--- src/rtl/risc_decode_stage_if.sv ---
// Fetch/execute/writeback signal bundle for the RiSC-16 decode stage.
// The stage uses the slave modport; its environment uses master.
interface risc_decode_stage_if;
  logic        if_valid;
  logic [15:0] if_instr;
  logic [15:0] if_pc;
  logic        if_ready;
  logic [2:0]  read_reg1;
  logic [2:0]  read_reg2;
  logic        id_valid;
  logic        id_ready;
  logic [2:0]  id_op;
  logic [2:0]  id_wreg;
  logic        id_we;
  logic [15:0] id_imm;
  logic [15:0] id_pc;
  logic        wb_we;
  logic [2:0]  wb_reg;
  logic        ex_flush;

  modport slave (
    input  if_valid, if_instr, if_pc,
    input  id_ready, wb_we, wb_reg, ex_flush,
    output if_ready, read_reg1, read_reg2,
    output id_valid, id_op, id_wreg, id_we,
    output id_imm, id_pc
  );

  modport master (
    output if_valid, if_instr, if_pc,
    output id_ready, wb_we, wb_reg, ex_flush,
    input  if_ready, read_reg1, read_reg2,
    input  id_valid, id_op, id_wreg, id_we,
    input  id_imm, id_pc
  );
endinterface

--- src/rtl/risc_decode_stage.sv ---
// RiSC-16 single-entry decode stage with register scoreboard.
// Optional RISC_WAW_CHECK_EN also stalls on a pending destination.
module risc_decode_stage (
  input  logic               clk,
  input  logic               reset,
  risc_decode_stage_if.slave bus
);

  typedef struct packed {
    logic [2:0]  r1;
    logic [2:0]  r2;
    logic [2:0]  op;
    logic [2:0]  wreg;
    logic        we;
    logic [15:0] imm;
    logic [15:0] pc;
  } id_ex_t;

  id_ex_t      q;
  id_ex_t      d;
  logic        full;
  logic [7:0]  pending;
  logic [7:0]  pend_d;
  logic        src_hz;
  logic        waw_hz;
  logic        hazard;
  logic        handoff;
  logic        capture;
  logic        valid;
  logic        ready;

  logic [2:0]  op;
  logic [2:0]  ra;
  logic [2:0]  rb;
  logic [2:0]  rc;
  logic [15:0] sext7;

  assign op    = bus.if_instr[15:13];
  assign ra    = bus.if_instr[12:10];
  assign rb    = bus.if_instr[9:7];
  assign rc    = bus.if_instr[2:0];
  assign sext7 = {{9{bus.if_instr[6]}},
                  bus.if_instr[6:0]};

  // Decode the incoming word into the id/ex bundle.
  always_comb begin
    d      = '0;
    d.op   = op;
    d.wreg = ra;
    d.pc   = bus.if_pc;
    unique case (1'b1)
      (op == 3'b000) || (op == 3'b010): begin
        d.r1 = rb;
        d.r2 = rc;
        d.we = 1'b1;
      end
      op == 3'b001: begin
        d.r1  = rb;
        d.we  = 1'b1;
        d.imm = sext7;
      end
      op == 3'b011: begin
        d.we  = 1'b1;
        d.imm = {bus.if_instr[9:0], 6'b0};
      end
      op == 3'b100: begin
        d.r1  = rb;
        d.r2  = ra;
        d.imm = sext7;
      end
      op == 3'b101: begin
        d.r1  = rb;
        d.we  = 1'b1;
        d.imm = sext7;
      end
      op == 3'b110: begin
        d.r1  = ra;
        d.r2  = rb;
        d.imm = sext7;
      end
      op == 3'b111: begin
        d.r1 = rb;
        d.we = 1'b1;
      end
      default: ;
    endcase
    if (ra == 3'd0)
      d.we = 1'b0;
  end

  assign src_hz = pending[q.r1] | pending[q.r2];

`ifdef RISC_WAW_CHECK_EN
  assign waw_hz = q.we & pending[q.wreg];
`else
  assign waw_hz = 1'b0;
`endif

  assign hazard  = full & (src_hz | waw_hz);
  assign valid   = full & ~hazard & ~bus.ex_flush;
  assign handoff = valid & bus.id_ready;
  assign ready   = ~bus.ex_flush & (~full | handoff);
  assign capture = bus.if_valid & ready;

  // Scoreboard next state; an issuing write beats a same-register retire.
  always_comb begin
    pend_d = pending;
    if (bus.wb_we)
      pend_d[bus.wb_reg] = 1'b0;
    if (handoff && q.we)
      pend_d[q.wreg] = 1'b1;
    pend_d[0] = 1'b0;
  end

  // Occupancy, scoreboard and held instruction.
  always_ff @(posedge clk) begin
    if (reset) begin
      full    <= 1'b0;
      pending <= '0;
      q       <= '0;
    end else begin
      pending <= pend_d;
      if (bus.ex_flush)
        full <= 1'b0;
      else if (capture)
        full <= 1'b1;
      else if (handoff)
        full <= 1'b0;
      if (capture)
        q <= d;
    end
  end

  assign bus.if_ready  = ready;
  assign bus.id_valid  = valid;
  assign bus.read_reg1 = q.r1;
  assign bus.read_reg2 = q.r2;
  assign bus.id_op     = q.op;
  assign bus.id_wreg   = q.wreg;
  assign bus.id_we     = q.we;
  assign bus.id_imm    = q.imm;
  assign bus.id_pc     = q.pc;

endmodule

--- src/flat_wrapper.sv ---
// flat-port wrapper written by rule: the top's interface ports become plain ports
module risc_decode_stage_flat 
  (clk, reset, bus_if_valid, bus_if_instr, bus_if_pc, bus_id_ready, bus_wb_we, bus_wb_reg, bus_ex_flush, bus_if_ready, bus_read_reg1, bus_read_reg2, bus_id_valid, bus_id_op, bus_id_wreg, bus_id_we, bus_id_imm, bus_id_pc);
  risc_decode_stage_if bus_i ();
  input  logic clk;
  input  logic reset;
  input wire logic [$bits(bus_i.if_valid)-1:0] bus_if_valid;
  input wire logic [$bits(bus_i.if_instr)-1:0] bus_if_instr;
  input wire logic [$bits(bus_i.if_pc)-1:0] bus_if_pc;
  input wire logic [$bits(bus_i.id_ready)-1:0] bus_id_ready;
  input wire logic [$bits(bus_i.wb_we)-1:0] bus_wb_we;
  input wire logic [$bits(bus_i.wb_reg)-1:0] bus_wb_reg;
  input wire logic [$bits(bus_i.ex_flush)-1:0] bus_ex_flush;
  output wire logic [$bits(bus_i.if_ready)-1:0] bus_if_ready;
  output wire logic [$bits(bus_i.read_reg1)-1:0] bus_read_reg1;
  output wire logic [$bits(bus_i.read_reg2)-1:0] bus_read_reg2;
  output wire logic [$bits(bus_i.id_valid)-1:0] bus_id_valid;
  output wire logic [$bits(bus_i.id_op)-1:0] bus_id_op;
  output wire logic [$bits(bus_i.id_wreg)-1:0] bus_id_wreg;
  output wire logic [$bits(bus_i.id_we)-1:0] bus_id_we;
  output wire logic [$bits(bus_i.id_imm)-1:0] bus_id_imm;
  output wire logic [$bits(bus_i.id_pc)-1:0] bus_id_pc;
  assign bus_i.if_valid = bus_if_valid;
  assign bus_i.if_instr = bus_if_instr;
  assign bus_i.if_pc = bus_if_pc;
  assign bus_i.id_ready = bus_id_ready;
  assign bus_i.wb_we = bus_wb_we;
  assign bus_i.wb_reg = bus_wb_reg;
  assign bus_i.ex_flush = bus_ex_flush;
  assign bus_if_ready = bus_i.if_ready;
  assign bus_read_reg1 = bus_i.read_reg1;
  assign bus_read_reg2 = bus_i.read_reg2;
  assign bus_id_valid = bus_i.id_valid;
  assign bus_id_op = bus_i.id_op;
  assign bus_id_wreg = bus_i.id_wreg;
  assign bus_id_we = bus_i.id_we;
  assign bus_id_imm = bus_i.id_imm;
  assign bus_id_pc = bus_i.id_pc;
  risc_decode_stage u_core (.clk(clk), .reset(reset), .bus(bus_i));
endmodule
--- config.mk ---
export PLATFORM = sky130hd
export DESIGN_NAME = risc_decode_stage_flat
export DESIGN_NICKNAME = d
export VERILOG_FILES = /design/src/rtl/risc_decode_stage_if.sv /design/src/rtl/risc_decode_stage.sv /design/src/flat_wrapper.sv
export SDC_FILE = /design/constraint.sdc
export NUM_CORES = 1
export LEC_CHECK = 0
export CAP_MARGIN = 20
export CORE_ASPECT_RATIO = 0.8
export CORE_MARGIN = 2
export CORE_UTILIZATION = 45
export DETAILED_ROUTE_END_ITERATION = 12
export GPL_TIMING_DRIVEN = 0
export PLACE_DENSITY = 0.86
export SLEW_MARGIN = 0
export SYNTH_ARGS = -nofsm -noshare
export SYNTH_HDL_FRONTEND = slang
export SYNTH_SLANG_ARGS = --single-unit
--- constraint.sdc ---
create_clock -name clk -period 2.7 [get_ports clk]
set_clock_uncertainty 0.05 [all_clocks]
set_input_delay 0.54 -clock clk [delete_from_list [all_inputs] [get_ports clk]]
set_output_delay 0.54 -clock clk [all_outputs]
set_load 0.005 [all_outputs]
==> impl_metrics.json <==
{
  "synth_edf_count": 0,
  "crit_path_max_incr_delay_ns": 0.55,
  "path_class": "reg -> out",
  "grt_pass1_wl_mm": 10.8,
  "slew_violations": 0,
  "yosysTopAreaCellShare": 0.409,
  "area_growth_syn_to_layout_pct": 43.2,
  "drc_errors": 0,
  "synth_top_family_by_area": "multiplexers",
  "top_usage_layer": "met2",
  "use_met3": 0.0660,
  "timing.rr.start": "u_core.bus.read_reg1[1]",
  "core_area_sq_um": 5500,
  "dr.first_iter.drc_count": 169,
  "cts_made_buffers": 5,
  "rsz0062_at_grt": "false",
  "finalPower_mw": 1.78,
  "setup_viol": 0,
  "synth_fa_ha_area_frac": 0,
  "end_kind": "primary output",
  "nFillCells": 471,
  "routedWlPerCell_um": 14.9,
  "syn_area_sq_um": 2590,
  "diodes": 0,
  "finalHoldViolations": 0,
  "maxSlewHeadroom": 0.376,
  "switching_share": 0.246,
  "min_to": "u_core.bus.id_pc[12]",
  "worst_pin_slew_ns": 0.928,
  "dpl.cell_count": 461,
  "cts_tree": "done",
  "drv_cap": 0,
  "synthTopCellsByCount": "nand2_1 (69), dfxtp_1 (53), mux2i_1 (42), clkbuf_1 (18), a21oi_1 (17)",
  "startpoint_type": "flop",
  "place_congestion": 0.871,
  "worstSkewPairLatency_ns": 0.30,
  "yosysSeqAreaShare": 0.409,
  "worstPathMaxFanout": 5,
  "p_comb_frac": 0.207,
  "cts_sinks": 53,
  "power.sequential.fraction": 0.482,
  "grt_start_max_net_pins": 16,
  "synth_cell_types": 33,
  "slowest_stage": "mux4_2",
  "regToRegSetupSlack_ns": 0.43,
  "ant_nets": 0,
  "grt_overflow": 0,
  "use_met2": 0.347,
  "grt_pass1_vias": 2340,
  "fp.dieW_um": 88.9,
  "fin_cells": 471,
  "path_clk_slew_ns": 0.09,
  "fin_tns_setup_ns": 0,
  "multiInputGateArea_sq_um": 1400,
  "rr_worst_depth": 7,
  "die-area_sq_um": 6390,
  "die_h_um": 71.9,
  "htreeDepth": 2,
  "synth_area_leader_cell": "dfxtp_1",
  "async_flop_share": 0,
  "drt_first_pass_iters": 4,
  "ctsLongestPathBuffers": 2,
  "avgViaCountPerCell": 5.26,
  "seq_area_sq_um": 1060,
  "fmax_mhz": 391,
  "io_buffers": 86,
  "ys_ff_latch": 53,
  "pwr-share-clk": 0.310,
  "antenna_found_initial": 0,
  "dp_hpwl_mm": 5.45,
  "p_per_area_nw_per_um2": 479,
  "netlist_instances": 297,
  "peakVddDrop_uv": 264,
  "ioPinCount": 88,
  "r2r-end": "u_core.bus.read_reg2[0]",
  "min_path_cells": 2,
  "synth_area_leaders": "dfxtp_1 (41%), mux2i_1 (16%), nand2_1 (10%), a311oi_1 (4.1%), a21oi_1 (3.3%)",
  "synthXorXnorAreaFrac": 0,
  "run_status": "finished, final reports clean",
  "required_ns": 2.11,
  "p_leak_nw": 1.38,
  "wl_mm": 7.00,
  "synthFlopType": "dfxtp_1",
  "cts.root.buffer_cell": "clkbuf_8",
  "hp-start": "u_core.bus.id_pc[12]",
  "nNetsFinal": 433,
  "min-delay-path-class": "reg -> reg",
  "yosysMostFrequentCell": "nand2_1",
  "gr-usage-all-layers": 0.219,
  "synth-compound-area-share": 0.177,
  "synth_fp_nets": 338,
  "start_util": 0.472,
  "crit_chain": "buf_4 -> mux2i_1 -> mux4_2 -> a31oi_2 -> nor2_1 -> dlygate4sd2_1",
  "final.period_utilization": 0.948,
  "drive_gt1_frac": 0.0662,
  "fin_crit_ns": 2.56,
  "p_sw_mw": 0.438,
  "grtUsageMet1": 0.287,
  "vias": 2478,
  "ys_warn_count": 0,
  "num_rows": 24,
  "design_area_sq_um": 3710,
  "syn_avg_cell_area_sq_um": 8.74,
  "p_int_mw": 1.34,
  "crit_arrival_ns": 1.97,
  "synthMuxAreaShare": 0.179,
  "yosys.area_share.simple": 0.175,
  "placed_cell_area_sq_um": 3550
}
-- power by group through the flow --
stage | logic (mW) | registers (mW) | clock network [mW]
floorplan | 0.168 | 0.875 | 0
global placement | 0.359 | 0.874 | 0
detailed placement | 0.366 | 0.876 | 0
CTS | 0.369 | 0.858 | 0.561
global route | 0.400 | 0.864 | 0.593
finish | 0.369 | 0.858 | 0.552
-- worst max-delay path by stage --
stage          depth (start not counted)  slack, ns                     from      endpoint
2_1_floorplan                          6       0.56  u_core.bus.read_reg2[2]  bus_if_ready
3_3_place_gp                           4      0.001             bus_ex_flush  bus_id_valid
3_5_place_dp                           7      -0.05  u_core.bus.read_reg1[1]  bus_if_ready
4_1_cts                                5       0.03  u_core.bus.read_reg1[1]  bus_id_valid
5_1_grt                                6       0.06  u_core.bus.read_reg1[1]  bus_if_ready
6_report                               6       0.14  u_core.bus.read_reg1[1]  bus_if_ready
-- metal layers --
layer / vias up / wire length (um)
li1: 1251 / -
met1: 1121 / 3180
met2: 97 / 3190
met3: 9 / 551
met4: 0 / 83
met5: - / 0
-- flip-flops by register name (all words and copies together) (netlist names) --
| name | flops |
|---|---|
| u_core.bus.id_we | 1 |
| u_core.full | 1 |
| u_core.bus.id_wreg | 3 |
| u_core.bus.read_reg1 | 3 |
| u_core.bus.read_reg2 | 3 |
| u_core.bus.id_op | 3 |
| u_core.bus.id_pc | 16 |
| u_core.bus.id_imm | 16 |
| u_core.pending | 7 |
-- logic make-up (layout without fill, tap and decap cells) --
| logic type | count (synthesis) | in the layout |
|---|---|---|
| and+or+nand+nor | 103 | 103 |
| AOI/OAI and AO/OA | 65 | 65 |
| DFF | 53 | 53 |
| muxes | 44 | 44 |
| buffers and inverters | 32 | 128 |
-- worst max-delay path: cells and delay by family (launching register included) --
kind | cells | cell delay (ns)
multiplexers | 2 | 0.67
buffers and inverters | 2 | 0.41
AO/OA/AOI/OAI | 1 | 0.21
flip-flops | 1 | 0.32
AND/OR/NAND/NOR | 1 | 0.05
-- timing repair --
| action | 4_1_cts | 5_1_grt |
|---|---|---|
| pin swaps | 1 | 1 |
| resized for setup | 4 | 3 |
| setup endpoints to repair | 2 | 1 |
| buffers inserted | 4 | 0 |
| hold buffers | 0 | 0 |
-- layout by cell type (no fill, tap or decap), drive strengths merged, types with 2 or more instances in the layout --
| cell | Yosys | routed |
|---|---|---|
| nand4 | 8 | 8 |
| buf | 8 | 12 |
| clkbuf | 18 | 23 |
| nor3 | 2 | 2 |
| o211ai | 3 | 3 |
| a21boi | 2 | 2 |
| mux2i | 42 | 42 |
| nand2b | 5 | 5 |
| o21ai | 6 | 6 |
| inv | 6 | 6 |
| a21oi | 17 | 17 |
| nor3b | 2 | 2 |
| and3 | 3 | 3 |
| nand2 | 69 | 69 |
| a31oi | 2 | 2 |
| dfxtp | 53 | 53 |
| clkdlybuf4s50 | 0 | 84 |
| a311oi | 12 | 12 |
| mux4 | 2 | 2 |
| o21a | 4 | 4 |
| and3b | 2 | 2 |
| a211oi | 12 | 12 |
| nand3 | 5 | 5 |
| nor2 | 7 | 7 |
| o22a | 3 | 3 |
-- through the flow --
step,setup slack [ns],hold WS (ns),utilization
global placement,0.000957,0.391,0.647
detailed placement,-0.0469,0.403,0.647
CTS,0.0327,0.418,0.674
finish,0.140,0.412,0.676
floorplan,0.559,0.401,-
global route,0.0608,0.428,0.676
-- area by class of cell --
type / instances / share of cell area
Clock inverter: 1 / 0.00808
Timing Repair Buffer: 90 / 0.240
Clock buffer: 7 / 0.0232
Buffer: 24 / 0.0344
Inverter: 6 / 0.00606
Tap cell: 78 / 0.0263
Sequential cell: 53 / 0.286
Multi-Input combinational cell: 212 / 0.376
(Power assumes the default switching activity.)
